### src/rtl/fetch_queue_unit_pkg.sv
// Shared definitions for the instruction-fetch queue unit: state encoding and parameter defaults.
package fetch_pkg;

  localparam int unsigned WIDTH_DEFAULT    = 16;
  localparam int unsigned DEPTH_DEFAULT    = 4;
  localparam int unsigned RESET_PC_DEFAULT = 0;
  localparam int unsigned PC_INC_DEFAULT   = 2;

  typedef enum logic [1:0] {
    ST_IDLE = 2'd0,
    ST_REQ  = 2'd1,
    ST_WAIT = 2'd2,
    ST_DROP = 2'd3
  } fetch_state_e;

endpackage

### src/rtl/fetch_queue_unit_if.sv
// Bundles the instruction-memory, redirect/halt control and decode-side handshake of the fetch unit.
interface fetch_queue_unit_if #(
  parameter int unsigned WIDTH = fetch_pkg::WIDTH_DEFAULT
);

  logic             imem_req;
  logic [WIDTH-1:0] imem_addr;
  logic             imem_gnt;
  logic             imem_rvalid;
  logic [WIDTH-1:0] imem_rdata;
  logic             redirect_valid;
  logic [WIDTH-1:0] redirect_pc;
  logic             halt;
  logic             out_valid;
  logic [WIDTH-1:0] out_instr;
  logic [WIDTH-1:0] out_pc;
  logic [WIDTH-1:0] out_pc_plus;
  logic             out_ready;
  logic             q_full;
  logic             q_empty;
  logic             err;

  modport master (
    output imem_req, imem_addr, out_valid, out_instr, out_pc, out_pc_plus,
           q_full, q_empty, err,
    input  imem_gnt, imem_rvalid, imem_rdata, redirect_valid, redirect_pc,
           halt, out_ready
  );

  modport slave (
    input  imem_req, imem_addr, out_valid, out_instr, out_pc, out_pc_plus,
           q_full, q_empty, err,
    output imem_gnt, imem_rvalid, imem_rdata, redirect_valid, redirect_pc,
           halt, out_ready
  );

endinterface

### src/rtl/fetch_queue_unit_fifo.sv
// DEPTH-entry synchronous FIFO holding {pc, instr} pairs; flush empties it in one cycle.
module fetch_fifo #(
  parameter int unsigned DW    = 32,
  parameter int unsigned DEPTH = 4
) (
  input  logic                     i_clk,
  input  logic                     i_rst,
  input  logic                     i_push,
  input  logic                     i_pop,
  input  logic                     i_flush,
  input  logic [DW-1:0]            i_wdata,
  output logic [DW-1:0]            o_rdata,
  output logic [$clog2(DEPTH):0]   o_count,
  output logic                     o_full,
  output logic                     o_empty
);
  import fetch_pkg::*;

  localparam int unsigned AW = $clog2(DEPTH);
  localparam int unsigned CW = AW + 1;

  logic [DW-1:0] r_mem [DEPTH];
  logic [AW-1:0] r_wptr;
  logic [AW-1:0] r_rptr;
  logic [CW-1:0] r_count;
  logic          w_push;
  logic          w_pop;

  assign w_push  = i_push && !o_full;
  assign w_pop   = i_pop && !o_empty;
  assign o_full  = (r_count == CW'(DEPTH));
  assign o_empty = (r_count == '0);
  assign o_count = r_count;
  assign o_rdata = r_mem[r_rptr];

  // Pointers wrap naturally because DEPTH is a power of two.
  always_ff @(posedge i_clk) begin
    if (i_rst || i_flush) begin
      r_wptr  <= '0;
      r_rptr  <= '0;
      r_count <= '0;
    end else begin
      if (w_push) r_wptr <= r_wptr + AW'(1);
      if (w_pop)  r_rptr <= r_rptr + AW'(1);
      case ({w_push, w_pop})
        2'b10:   r_count <= r_count + CW'(1);
        2'b01:   r_count <= r_count - CW'(1);
        default: r_count <= r_count;
      endcase
    end
  end

  always_ff @(posedge i_clk) begin
    if (w_push && !i_flush) r_mem[r_wptr] <= i_wdata;
  end

endmodule

### src/rtl/fetch_queue_unit.sv
// Fetch stage: owns the PC, issues one imem request at a time and buffers responses for decode.
module fetch_queue_unit #(
  parameter int unsigned WIDTH    = fetch_pkg::WIDTH_DEFAULT,
  parameter int unsigned DEPTH    = fetch_pkg::DEPTH_DEFAULT,
  parameter int unsigned RESET_PC = fetch_pkg::RESET_PC_DEFAULT,
  parameter int unsigned PC_INC   = fetch_pkg::PC_INC_DEFAULT
) (
  input  logic              clk,
  input  logic              rst,
  fetch_queue_unit_if.master bus
);
  import fetch_pkg::*;

  localparam int unsigned AW = $clog2(DEPTH);
  localparam int unsigned CW = AW + 1;
  localparam int unsigned DW = 2 * WIDTH;

  fetch_state_e     r_state;
  logic [WIDTH-1:0] r_fetch_pc;
  logic [WIDTH-1:0] r_req_pc;
  logic             r_err;

  logic             w_can_issue;
  logic             w_push;
  logic             w_pop;
  logic             w_full;
  logic             w_empty;
  logic             w_err_evt;
  logic [CW-1:0]    w_count;
  logic [DW-1:0]    w_head;

  // Only IDLE issues, so nothing is outstanding there and count alone bounds the issue.
  assign w_can_issue = !rst && (r_state == ST_IDLE) && !bus.halt && (w_count < CW'(DEPTH));
  assign bus.imem_req  = w_can_issue || (r_state == ST_REQ);
  assign bus.imem_addr = r_fetch_pc;

  assign w_push = (r_state == ST_WAIT) && bus.imem_rvalid && !bus.redirect_valid;
  assign w_pop  = bus.out_valid && bus.out_ready;

  assign w_err_evt = (bus.imem_rvalid && ((r_state == ST_IDLE) || (r_state == ST_REQ)))
                   || (bus.imem_gnt && !bus.imem_req)
                   || (w_push && w_full);

  fetch_fifo #(
    .DW    (DW),
    .DEPTH (DEPTH)
  ) u_fifo (
    .i_clk   (clk),
    .i_rst   (rst),
    .i_push  (w_push),
    .i_pop   (w_pop),
    .i_flush (bus.redirect_valid),
    .i_wdata ({r_req_pc, bus.imem_rdata}),
    .o_rdata (w_head),
    .o_count (w_count),
    .o_full  (w_full),
    .o_empty (w_empty)
  );

  assign bus.out_valid   = !w_empty && !bus.redirect_valid;
  assign bus.out_pc      = w_head[DW-1:WIDTH];
  assign bus.out_instr   = w_head[WIDTH-1:0];
  assign bus.out_pc_plus = w_head[DW-1:WIDTH] + WIDTH'(PC_INC);
  assign bus.q_full      = w_full;
  assign bus.q_empty     = w_empty;
  assign bus.err         = r_err;

  // Redirect wins; a response that arrives with it (or after it, in DROP) is discarded.
  always_ff @(posedge clk) begin
    if (rst) begin
      r_state    <= ST_IDLE;
      r_fetch_pc <= WIDTH'(RESET_PC);
      r_req_pc   <= '0;
      r_err      <= 1'b0;
    end else begin
      if (w_err_evt) r_err <= 1'b1;
      if (bus.redirect_valid) begin
        r_fetch_pc <= bus.redirect_pc;
        case (r_state)
          ST_REQ:  r_state <= bus.imem_gnt ? ST_DROP : ST_IDLE;
          ST_WAIT: r_state <= bus.imem_rvalid ? ST_IDLE : ST_DROP;
          ST_DROP: r_state <= bus.imem_rvalid ? ST_IDLE : ST_DROP;
          default: r_state <= ST_IDLE;
        endcase
      end else begin
        case (r_state)
          ST_IDLE: if (w_can_issue) r_state <= ST_REQ;
          ST_REQ: begin
            if (bus.imem_gnt) begin
              r_req_pc   <= r_fetch_pc;
              r_fetch_pc <= r_fetch_pc + WIDTH'(PC_INC);
              r_state    <= ST_WAIT;
            end
          end
          ST_WAIT: if (bus.imem_rvalid) r_state <= ST_IDLE;
          ST_DROP: if (bus.imem_rvalid) r_state <= ST_IDLE;
          default: r_state <= ST_IDLE;
        endcase
      end
    end
  end

  a_no_push_when_full: assert property (@(posedge clk) disable iff (rst) !(w_push && w_full));

endmodule

### src/flat_wrapper.sv
// flat-port wrapper written by rule: the top's interface ports become plain ports
module fetch_queue_unit_flat import fetch_pkg::*;
#(
  parameter int unsigned WIDTH    = fetch_pkg::WIDTH_DEFAULT,
  parameter int unsigned DEPTH    = fetch_pkg::DEPTH_DEFAULT,
  parameter int unsigned RESET_PC = fetch_pkg::RESET_PC_DEFAULT,
  parameter int unsigned PC_INC   = fetch_pkg::PC_INC_DEFAULT
)
  (clk, rst, bus_imem_req, bus_imem_addr, bus_out_valid, bus_out_instr, bus_out_pc, bus_out_pc_plus, bus_q_full, bus_q_empty, bus_err, bus_imem_gnt, bus_imem_rvalid, bus_imem_rdata, bus_redirect_valid, bus_redirect_pc, bus_halt, bus_out_ready);
  fetch_queue_unit_if #(.WIDTH(WIDTH)) bus_i ();
  input  logic clk;
  input  logic rst;
  output wire logic [$bits(bus_i.imem_req)-1:0] bus_imem_req;
  output wire logic [$bits(bus_i.imem_addr)-1:0] bus_imem_addr;
  output wire logic [$bits(bus_i.out_valid)-1:0] bus_out_valid;
  output wire logic [$bits(bus_i.out_instr)-1:0] bus_out_instr;
  output wire logic [$bits(bus_i.out_pc)-1:0] bus_out_pc;
  output wire logic [$bits(bus_i.out_pc_plus)-1:0] bus_out_pc_plus;
  output wire logic [$bits(bus_i.q_full)-1:0] bus_q_full;
  output wire logic [$bits(bus_i.q_empty)-1:0] bus_q_empty;
  output wire logic [$bits(bus_i.err)-1:0] bus_err;
  input wire logic [$bits(bus_i.imem_gnt)-1:0] bus_imem_gnt;
  input wire logic [$bits(bus_i.imem_rvalid)-1:0] bus_imem_rvalid;
  input wire logic [$bits(bus_i.imem_rdata)-1:0] bus_imem_rdata;
  input wire logic [$bits(bus_i.redirect_valid)-1:0] bus_redirect_valid;
  input wire logic [$bits(bus_i.redirect_pc)-1:0] bus_redirect_pc;
  input wire logic [$bits(bus_i.halt)-1:0] bus_halt;
  input wire logic [$bits(bus_i.out_ready)-1:0] bus_out_ready;
  assign bus_imem_req = bus_i.imem_req;
  assign bus_imem_addr = bus_i.imem_addr;
  assign bus_out_valid = bus_i.out_valid;
  assign bus_out_instr = bus_i.out_instr;
  assign bus_out_pc = bus_i.out_pc;
  assign bus_out_pc_plus = bus_i.out_pc_plus;
  assign bus_q_full = bus_i.q_full;
  assign bus_q_empty = bus_i.q_empty;
  assign bus_err = bus_i.err;
  assign bus_i.imem_gnt = bus_imem_gnt;
  assign bus_i.imem_rvalid = bus_imem_rvalid;
  assign bus_i.imem_rdata = bus_imem_rdata;
  assign bus_i.redirect_valid = bus_redirect_valid;
  assign bus_i.redirect_pc = bus_redirect_pc;
  assign bus_i.halt = bus_halt;
  assign bus_i.out_ready = bus_out_ready;
  fetch_queue_unit #(.WIDTH(WIDTH), .DEPTH(DEPTH), .RESET_PC(RESET_PC), .PC_INC(PC_INC)) u_core (.clk(clk), .rst(rst), .bus(bus_i));
endmodule
### config.mk
export PLATFORM = sky130hd
export DESIGN_NAME = fetch_queue_unit_flat
export DESIGN_NICKNAME = d
export VERILOG_FILES = /design/src/rtl/fetch_queue_unit_pkg.sv /design/src/rtl/fetch_queue_unit_if.sv /design/src/rtl/fetch_queue_unit_fifo.sv /design/src/rtl/fetch_queue_unit.sv /design/src/flat_wrapper.sv
export SDC_FILE = /design/constraint.sdc
export NUM_CORES = 1
export LEC_CHECK = 0
export CAP_MARGIN = 20
export CORE_MARGIN = 5
export CORE_UTILIZATION = 45
export DETAILED_ROUTE_END_ITERATION = 10
export PLACE_DENSITY = 0.65
export SLEW_MARGIN = 15
export SYNTH_ARGS = -nofsm -noshare
export SYNTH_HDL_FRONTEND = slang
export SYNTH_SLANG_ARGS = --single-unit
### constraint.sdc
create_clock -name clk -period 6.6 [get_ports clk]
set_input_delay 0.66 -clock clk [delete_from_list [all_inputs] [get_ports clk]]
set_output_delay 0.66 -clock clk [all_outputs]
set_load 0.02 [all_outputs]
==> results.py, run 1 <==
metrics = {
    "drt": {
        "routed_wl_mm": 13.6,
        "ant_nets": 0,
        "drtIter0Drc": 185,
        "via_per_inst": 5.21,
        "firstDrtPassIters": 4,
        "route.vias.total": 3967,
        "wl_per_cell_um": 17.9,
        "drc_errors": 0,
    },
    "clocking": {
        "max-clock-path-buffers": 2,
        "cts_hold_buf": 0,
        "cts_tree": "done",
        "cts.sinks": 172,
        "htree_num_levels": 4,
        "post_cts_buffers": 0,
        "cts.clk_slew.worst_paths_ns": 0.06,
        "clk_latency_ns": 0.42,
        "ctsResizeCount": 0,
        "root_buffer": "clkbuf_16",
        "cts_inserted_buffers": 17,
    },
    "global_route": {
        "grt_max_degree": 38,
        "grt-busiest-layer": "met2",
        "grt_pass1_wl_mm": 22.1,
        "track_usage_pct": 15.8,
        "met3_usage_pct": 4.61,
        "overflow": 0,
        "grt_util_met2_pct": 25.1,
        "grt_pass1_vias": 4269,
        "use_met1_pct": 21.1,
        "grt_antenna_before_repair": 0,
    },
    "floorplanning": {
        "fp.coreArea_um2": 15200,
        "die-height_um": 134,
        "boundaryPins": 108,
        "start_util_pct": 45.8,
        "num_rows": 45,
        "die_area_um2": 18000,
        "die_w_um": 134,
    },
    "yosys": {
        "syn-num-nets": 502,
        "synth_cell_type_count": 45,
        "synth.area.top_cells": "edfxtp_1, dfxtp_1, mux4_2",
        "ys_warn_count": 0,
        "ys_seq_elements": 172,
        "synth.avg_cell_area_um2": 15.3,
        "yosysTopAreaCell": "edfxtp_1",
        "synth_cells": 455,
        "yosysSeqAreaShare_pct": 67.9,
        "syn_area_um2": 6960,
        "synth_top_area_share_pct": 55.3,
    },
    "place": {
        "dp.cells": 731,
        "port_buffers": 107,
        "gp_congestion": 0.780,
        "dp_hpwl_mm": 8.83,
        "pre_cts_ws_ns": 2.49,
    },
    "worst_setup_path": {
        "cp_data_arrival_time_ns": 3.75,
        "reg2regPathDepth": 8,
        "cp-end-kind": "output port",
        "rr_endpoint": "u_core.u_fifo.o_count[2]",
        "reg2reg_from": "u_core.u_fifo.o_count[2]",
        "reg2reg_slack_ns": 4.17,
        "start_kind": "register",
        "worstPathMaxFanout": 21,
        "crit_type": "register to output port",
        "required_ns": 5.94,
    },
    "cells_and_area": {
        "ff_latch_area_um2": 4730,
        "final_cells": 761,
        "n_fill_cell": 1188,
        "fin_util_pct": 57.8,
        "fin_nets": 609,
        "area_growth_pct": 26.3,
        "multi_input_area_um2": 2080,
        "antenna_cells": 0,
        "drive_gt1_share_pct": 11.9,
    },
    "job": {
        "drv_cap": 0,
    },
    "power": {
        "total_leakage_power_nw": 2.88,
        "irDropWorstVdd_mv": 0.163,
        "power_per_cell_area_nw_per_um2": 262,
    },
    "timing": {
        "setup_slack_ns": 2.19,
        "tns_ns": 0,
        "fmax_ghz": 0.227,
        "max_slew_margin_pct": 36.8,
        "hold_viol_final": 0,
        "period_share_pct": 66.9,
        "tightest_slew_ns": 0.945,
        "rsz0062_at_grt": "false",
        "setup_viol": 0,
        "slew_violations": 0,
        "period_needed_ns": 4.41,
        "skew_ns": 0.00645,
    },
    "hold_path": {
        "min-delay-start": "u_core.bus.err",
        "min_path_type": "register to register",
        "hold_end": "u_core.bus.err",
        "whs_path_depth": 2,
    },
    "run_status": {
        "status": "finished clean",
    },
}
[logic make-up (layout without fill, tap and decap cells)]
| kind of cell | after synthesis | after routing | synth area share, % |
|---|---|---|---|
| AND/OR/NAND/NOR | 132 | 132 | 9.10 |
| adder cells (fa/ha/maj) | 8 | 8 | 1.55 |
| flip-flops | 172 | 172 | 67.9 |
| XOR/XNOR | 32 | 32 | 4.03 |
| multiplexers | 39 | 39 | 11.7 |
| AO/OA/AOI/OAI | 41 | 41 | 3.38 |
| buffers and inverters | 31 | 149 | 2.28 |
[how the worst max path moves through the flow]
| stage | to | slack (ns) | start | cells after the start |
|---|---|---|---|---|
| 2_1_floorplan | bus_out_pc_plus[9] | 3.75 | register | 9 |
| 6_report | bus_out_pc_plus[15] | 2.19 | register | 9 |
| 5_1_grt | bus_out_pc_plus[9] | 1.78 | register | 9 |
| 3_5_place_dp | bus_out_pc_plus[15] | 2.49 | register | 9 |
| 3_3_place_gp | bus_out_pc_plus[9] | 2.54 | register | 9 |
| 4_1_cts | bus_out_pc_plus[15] | 2.04 | register | 9 |
[stage by stage]
| stage | hold slack (ns) | total power, mW | area (um2) |
|---|---|---|---|
| 3_3_place_gp | 0.465 | 1.28 | 8160 |
| 3_5_place_dp | 0.468 | 1.28 | 8160 |
| 5_1_grt | 0.519 | 2.38 | 8790 |
| 2_1_floorplan | 0.460 | 1.23 | 6960 |
| 6_report | 0.477 | 2.30 | 8790 |
| 4_1_cts | 0.482 | 2.32 | 8790 |
[placed cells by master, fill, tap and decap left out, drive strengths merged, types with 2 or more instances in the layout]
master         count
xnor2             15
edfxtp           128
nor3               7
nand3             10
nand2b             3
or3                4
mux2i              7
clkinvlp           3
ha                 7
dfxtp             44
nand2             51
clkbuf            17
and3               2
a21oi             25
o21ai              4
and2               5
inv               11
clkdlybuf4s50    107
buf                2
and4               3
xor2              17
nand4              4
bufinv             5
nor3b              2
nor2              36
mux4              32
a211oi             6
clkinv             4
[flip-flops by register name (all words and copies together) (netlist names), named ones only]
signal and count:
u_core.u_fifo.r_mem 128, u_core.bus.imem_addr 16, u_core.r_req_pc 16, u_core.u_fifo.o_count 3, u_core.r_state 2, u_core.u_fifo.r_rptr 2
u_core.u_fifo.r_wptr 2, u_core.bus.err 1
[worst max-delay path, stage by stage (launching register included)]
cell,delay [ns]
dfxtp_2,0.65
buf_4,0.44
mux4_1,0.39
ha_1,0.24
nand2_1,0.07
o22ai_1,0.29
nand4_1,0.13
nor3_1,0.24
xor2_1,0.23
clkdlybuf4s50_1,0.64
[per-layer routing]
metal | part of all wire [%] | wire length (um)
met4 | 1.3 | 176
met2 | 47 | 6400
met5 | 0 | 0
met1 | 46 | 6290
met3 | 5.3 | 725
[cells in the mapped netlist, drive strengths merged]
library cell and instances:
a22oi 1, nor2 36, or3 4, o21bai 1
nor3b 2, o22ai 1, nand3b 1, inv 10
fa 1, xnor2 15, and3 2, buf 9
nor3 7, nand4b 1, nand2 51, nand2b 3
a31oi 1, ha 7, a21oi 25, nor4 1
and4 3, or2 1, a311oi 1, a221oi 1
nand3 10, clkbuf 12, o21ai 4, and2 5
a211oi 6, edfxtp 128, and3b 1, mux2i 7
nand4 4, dfxtp 44, mux4 32, xor2 17
[cell type report]
type	instances	share of cell area (%)
Tap cell	188	2.68
Multi-Input combinational cell	252	23.6
Timing Repair Buffer	109	12.4
Clock buffer	17	4.84
Sequential cell	172	53.8
Inverter	10	0.427
Clock inverter	13	2.26
[power by group]
part	internal, mW	leakage, nW	total [mW]	switching (mW)
Combinational	0.0436	1.06	0.0820	0.0384
Sequential	1.16	1.52	1.17	0.0114
Clock	0.663	0.294	1.05	0.383
Power figures use the tool's default switching activity.
==> run 2: changes to the inputs <==
--- a/config.mk
+++ b/config.mk
@@ -9,7 +9,7 @@
 export CORE_MARGIN = 5
 export CORE_UTILIZATION = 45
 export DETAILED_ROUTE_END_ITERATION = 10
-export PLACE_DENSITY = 0.65
+export PLACE_DENSITY = 0.67
 export SLEW_MARGIN = 15
 export SYNTH_ARGS = -nofsm -noshare
 export SYNTH_HDL_FRONTEND = slang
==> constraint.sdc (replaced) <==
create_clock -name clk -period 3.6 [get_ports clk]
set_input_delay 0.36 -clock clk [delete_from_list [all_inputs] [get_ports clk]]
set_output_delay 0.36 -clock clk [all_outputs]
set_load 0.02 [all_outputs]
==> run 2 against run 1 <==
Net effect: combinational power up 85%; sequential share of layout area down 1.1 points; global-route usage about the same; sequential power up 84%; worst hold slack better by 0.011 ns; via count up 2.6%; non-clock buffer count up 8; worst setup slack worse by 2.0 ns; cell count up 1.3%; power up 93%; clock power up 100%; critical path depth down 1; largest cell class unchanged; largest power group unchanged.
==> results.py, run 2 (synthesis gave the netlist of run 1 again) <==
metrics = {
    "drt": {
        "firstDrtPassIters": 4,
        "via_per_inst": 5.28,
        "route.vias.total": 4070,
        "drtIter0Drc": 264,
        "routed_wl_mm": 13.6,
        "wl_per_cell_um": 17.7,
        "ant_nets": 0,
        "drc_errors": 0,
    },
    "cells_and_area": {
        "n_fill_cell": 1179,
        "final_common_cell": "edfxtp_1",
        "fin_nets": 617,
        "regMostFlops": "u_core.u_fifo.r_mem",
        "ff_latch_area_um2": 4730,
        "drive_gt1_share_pct": 13.2,
        "antenna_cells": 0,
        "area_growth_pct": 29.0,
        "largest_register_ffs": 128,
        "final_cell_mix": "edfxtp_1, clkdlybuf4s50_1, nand2_1",
        "multi_input_area_um2": 2080,
    },
    "worst_setup_path": {
        "worstPathMaxFanout": 4,
        "cp-end-kind": "output port",
        "crit_buf_inv": 1,
        "required_ns": 3.24,
        "start_kind": "register",
        "path_delay_family": "buffers and inverters",
        "cp_data_arrival_time_ns": 3.02,
        "cp_common_cell": "nand2_1",
        "crit_chain": "mux4_1 -> ha_1 -> nand2_1 -> o22ai_1 -> nand2_1 -> nor3_1 -> xor2_1 -> clkdlybuf4s50_1",
        "crit_type": "register to output port",
        "cp_slowest_cell": "clkdlybuf4s50_1",
        "max_stage_delay_ns": 0.64,
    },
    "global_route": {
        "grt-busiest-layer": "met2",
        "grt_pass1_vias": 4153,
        "use_met1_pct": 22.0,
        "track_usage_pct": 15.8,
        "grt_antenna_before_repair": 0,
        "grt_max_degree": 37,
        "overflow": 0,
        "grt_pass1_wl_mm": 22.1,
        "met3_usage_pct": 4.95,
        "grt_util_met2_pct": 24.3,
    },
    "floorplanning": {
        "fp.coreArea_um2": 15200,
        "num_rows": 45,
        "start_util_pct": 45.8,
        "boundaryPins": 108,
        "die_area_um2": 18000,
        "die-height_um": 134,
        "die_w_um": 134,
    },
    "power": {
        "power_frac_comb_pct": 3.4,
        "power_per_cell_area_nw_per_um2": 495,
        "p_int_mw": 3.65,
        "irDropWorstVdd_mv": 0.338,
        "finalPower_mw": 4.44,
        "power.net_switching_mw": 0.791,
        "p_seq_share_pct": 48.5,
        "switching_share_pct": 17.8,
        "total_leakage_power_nw": 2.97,
        "clock_power_share_pct": 48.1,
    },
    "timing": {
        "skew_ns": 0.00909,
        "hold_viol_final": 0,
        "period_needed_ns": 3.38,
        "tns_ns": 0,
        "period_share_pct": 93.9,
        "slew_violations": 0,
        "tightest_slew_ns": 0.871,
        "max_slew_margin_pct": 41.7,
        "fmax_ghz": 0.296,
        "setup_slack_ns": 0.219,
        "setup_viol": 0,
        "rsz0062_at_grt": "false",
    },
    "clocking": {
        "cts_hold_buf": 0,
        "cts.clk_slew.worst_paths_ns": 0.06,
        "root_buffer": "clkbuf_16",
        "cts.sinks": 172,
        "post_cts_buffers": 0,
        "ctsResizeCount": 0,
        "cts_tree": "done",
        "max-clock-path-buffers": 2,
        "cts_inserted_buffers": 17,
        "htree_num_levels": 4,
        "clk_latency_ns": 0.42,
    },
    "hold_path": {
        "min_path_type": "register to register",
    },
    "place": {
        "pre_cts_ws_ns": 0.506,
        "port_buffers": 107,
        "dp_hpwl_mm": 9.37,
        "gp_congestion": 0.775,
    },
    "run_status": {
        "status": "finished clean",
    },
    "job": {
        "drv_cap": 0,
    },
}
[run 2: cell type report]
type	count	area share, %
sequential	172	52.7
clock buffer	19	4.82
inverter	10	0.418
tap	188	2.62
clock inverter	13	3.00
multi-input combinational	252	23.2
timing repair buffer	117	13.3
[run 2: worst paths after layout]
check | start | to | slack [ns] | cells past startpoint
worst max register to register | u_core.u_fifo.o_count[2] | u_core.u_fifo.o_count[2] | 1.15 | 8
worst min register to register | u_core.bus.err | u_core.bus.err | 0.49 | 2
worst min-delay path | u_core.bus.err | u_core.bus.err | 0.49 | 2
worst max-delay path | register | bus_out_pc_plus[9] | 0.22 | 8
[run 2: worst min-delay path, delay by kind of cell (launching register included)]
kind            cells  cell delay (ns)
flops               1             0.32
buf+inv             1             0.05
compound gates      1             0.07
[run 2: metrics by stage]
step	cells	cell area, um2	hold slack, ns	util [%]
finish	771	8970	0.488	59.0
global route	771	8970	0.505	59.0
global placement	739	8260	0.463	54.3
floorplan	455	6960	0.459	-
CTS	771	8960	0.488	59.0
detailed placement	739	8260	0.476	54.3
[run 2: metal layers]
metal / wire length [um] / up-vias / share of wire (%)
li1: - / 1934 / -
met1: 6210 / 1974 / 46
met2: 6290 / 151 / 46
met3: 1040 / 11 / 7.6
met4: 87 / 0 / 0.64
met5: 0 / - / 0
[run 2: power groups by stage]
stage	Sequential, mW	Clock [mW]	Combinational, mW
after floorplan	2.20	0	0.0495
after global placement	2.19	0	0.149
after CTS	2.15	2.17	0.153
final	2.15	2.14	0.152
after detailed placement	2.19	0	0.152
after global routing	2.15	2.27	0.164
==> run 3: changes to the inputs <==
--- a/config.mk
+++ b/config.mk
@@ -6,7 +6,6 @@
 export NUM_CORES = 1
 export LEC_CHECK = 0
 export CAP_MARGIN = 20
-export CORE_MARGIN = 5
 export CORE_UTILIZATION = 45
 export DETAILED_ROUTE_END_ITERATION = 10
 export PLACE_DENSITY = 0.67
==> run 3 against run 2 <==
Net effect: wire length down 0.21%; clock skew down 0.0037 ns; critical endpoint is now bus_out_pc_plus[13]; clock power down 10%.
==> results.py, run 3 (synthesis gave the netlist of run 1 again) <==
metrics = {
    "floorplanning": {
        "start_util_pct": 45.9,
        "fp.coreArea_um2": 15100,
        "num_rows": 45,
        "die_area_um2": 16000,
        "die_w_um": 126,
        "boundaryPins": 108,
        "die-height_um": 126,
    },
    "cells_and_area": {
        "final_cells": 772,
        "largest_register_ffs": 128,
        "drive_gt1_share_pct": 13.4,
        "antenna_cells": 0,
        "final_cell_mix": "edfxtp_1, clkdlybuf4s50_1, nand2_1",
        "regMostFlops": "u_core.u_fifo.r_mem",
        "fin_nets": 618,
        "area_growth_pct": 27.9,
        "n_fill_cell": 1167,
        "stdcell_area_um2": 8900,
        "ff_latch_area_um2": 4730,
        "multi_input_area_um2": 2080,
        "final_common_cell": "edfxtp_1",
    },
    "drt": {
        "drc_errors": 0,
        "firstDrtPassIters": 4,
        "ant_nets": 0,
        "via_per_inst": 5.27,
        "wl_per_cell_um": 17.6,
        "route.vias.total": 4067,
        "drtIter0Drc": 305,
        "routed_wl_mm": 13.6,
    },
    "global_route": {
        "overflow": 0,
        "grt_antenna_before_repair": 0,
        "grt_pass1_wl_mm": 21.6,
        "track_usage_pct": 18.2,
        "grt_max_degree": 37,
        "grt_pass1_vias": 4176,
    },
    "job": {
        "drv_cap": 0,
    },
    "worst_setup_path": {
        "start_kind": "register",
        "cp_data_arrival_time_ns": 3.08,
        "worstPathMaxFanout": 23,
        "max_stage_delay_ns": 0.73,
        "reg2reg_slack_ns": 1.06,
        "crit_buf_inv": 2,
        "path_delay_family": "buffers and inverters",
        "crit_type": "register to output port",
        "required_ns": 3.24,
        "cp-end-kind": "output port",
        "cp_slowest_cell": "mux4_1",
        "crit_chain": "buf_6 -> mux4_1 -> and4_1 -> nand4_1 -> nor2_1 -> xor2_1 -> clkdlybuf4s50_1",
    },
    "clocking": {
        "max-clock-path-buffers": 2,
        "htree_num_levels": 4,
        "cts_inserted_buffers": 17,
        "clk_latency_ns": 0.43,
        "cts_hold_buf": 0,
        "root_buffer": "clkbuf_16",
        "cts.sinks": 172,
        "cts.clk_slew.worst_paths_ns": 0.06,
        "cts_tree": "done",
    },
    "power": {
        "p_seq_share_pct": 50.9,
        "irDropWorstVdd_mv": 0.376,
        "clock_power_share_pct": 45.5,
        "power.net_switching_mw": 0.819,
        "total_leakage_power_nw": 2.95,
        "power_frac_comb_pct": 3.6,
        "switching_share_pct": 19.4,
        "p_int_mw": 3.40,
        "power_per_cell_area_nw_per_um2": 475,
        "finalPower_mw": 4.22,
    },
    "timing": {
        "slew_violations": 0,
        "hold_viol_final": 0,
        "fmax_ghz": 0.291,
        "tightest_slew_ns": 0.926,
        "rsz0062_at_grt": "false",
        "tns_ns": 0,
        "period_share_pct": 95.6,
        "max_slew_margin_pct": 38.1,
        "setup_viol": 0,
        "period_needed_ns": 3.44,
        "skew_ns": 0.00535,
        "hold_slack_ns": 0.473,
    },
    "hold_path": {
        "min_path_type": "register to register",
    },
    "place": {
        "dp_hpwl_mm": 9.22,
        "dp.cells": 740,
        "gp_congestion": 0.801,
        "placement.cell_area_um2": 8270,
        "port_buffers": 107,
    },
    "run_status": {
        "status": "finished clean",
    },
}
## run 3: changes by cell type in the layout (fill, tap and decap cells not counted), sizes merged
| cell | before | now |
|---|---|---|
| clkinvlp | 1 | 0 |
| inv | 10 | 11 |
| clkbuf | 19 | 20 |
| bufinv | 8 | 4 |
| buf | 10 | 11 |
| clkinv | 4 | 7 |
## run 3: repair_timing
item                                    4_1_cts  5_1_grt
setup buffers                                 0        0
endpoints found under the setup margin        0        3
resized for setup                             0        1
## run 3: power groups by stage
stage / clock network (mW) / logic [mW] / registers (mW)
2_1_floorplan: 0 / 0.0495 / 2.20
3_3_place_gp: 0 / 0.148 / 2.19
3_5_place_dp: 0 / 0.151 / 2.19
4_1_cts: 1.95 / 0.152 / 2.15
5_1_grt: 2.03 / 0.162 / 2.15
6_report: 1.92 / 0.151 / 2.15
## run 3: cell type report
type                       count  share of cell area, %
multi-input combinational    252                   23.4
tap                          188                   2.64
timing repair buffer         118                   13.4
sequential                   172                   53.1
clock buffer                  20                   5.13
clock inverter                12                   1.90
inverter                      10                  0.422
## run 3: through the flow
stage / utilization (%) / worst slack [ns]
2_1_floorplan: - / 1.03
4_1_cts: 58.7 / 0.0409
3_5_place_dp: 54.6 / 0.508
3_3_place_gp: 54.6 / 0.555
5_1_grt: 58.7 / 0.0161
6_report: 58.7 / 0.160
## run 3: worst paths after layout
kind | startpoint | end | cells after the start
worst max-delay path | register | bus_out_pc_plus[13] | 7
worst min-delay path | u_core.bus.err | u_core.bus.err | 2
worst min register to register | u_core.bus.err | u_core.bus.err | 2
worst max register to register | u_core.u_fifo.o_count[2] | u_core.u_fifo.o_count[2] | 8
## run 3: tightest hold or removal path: stages, from the launching register on
cell     delay, ns
dfxtp_1       0.31
inv_1         0.05
a31oi_1       0.06
## run 3: routing by layer
metal  global-route usage (%)  wire [um]  up-vias
met1                     23.7       6300     1975
met3                     4.81        705       21
met2                     28.9       6310      126
li1                         -          -     1945
met4                     7.87        283        0
met5                        0          0        -
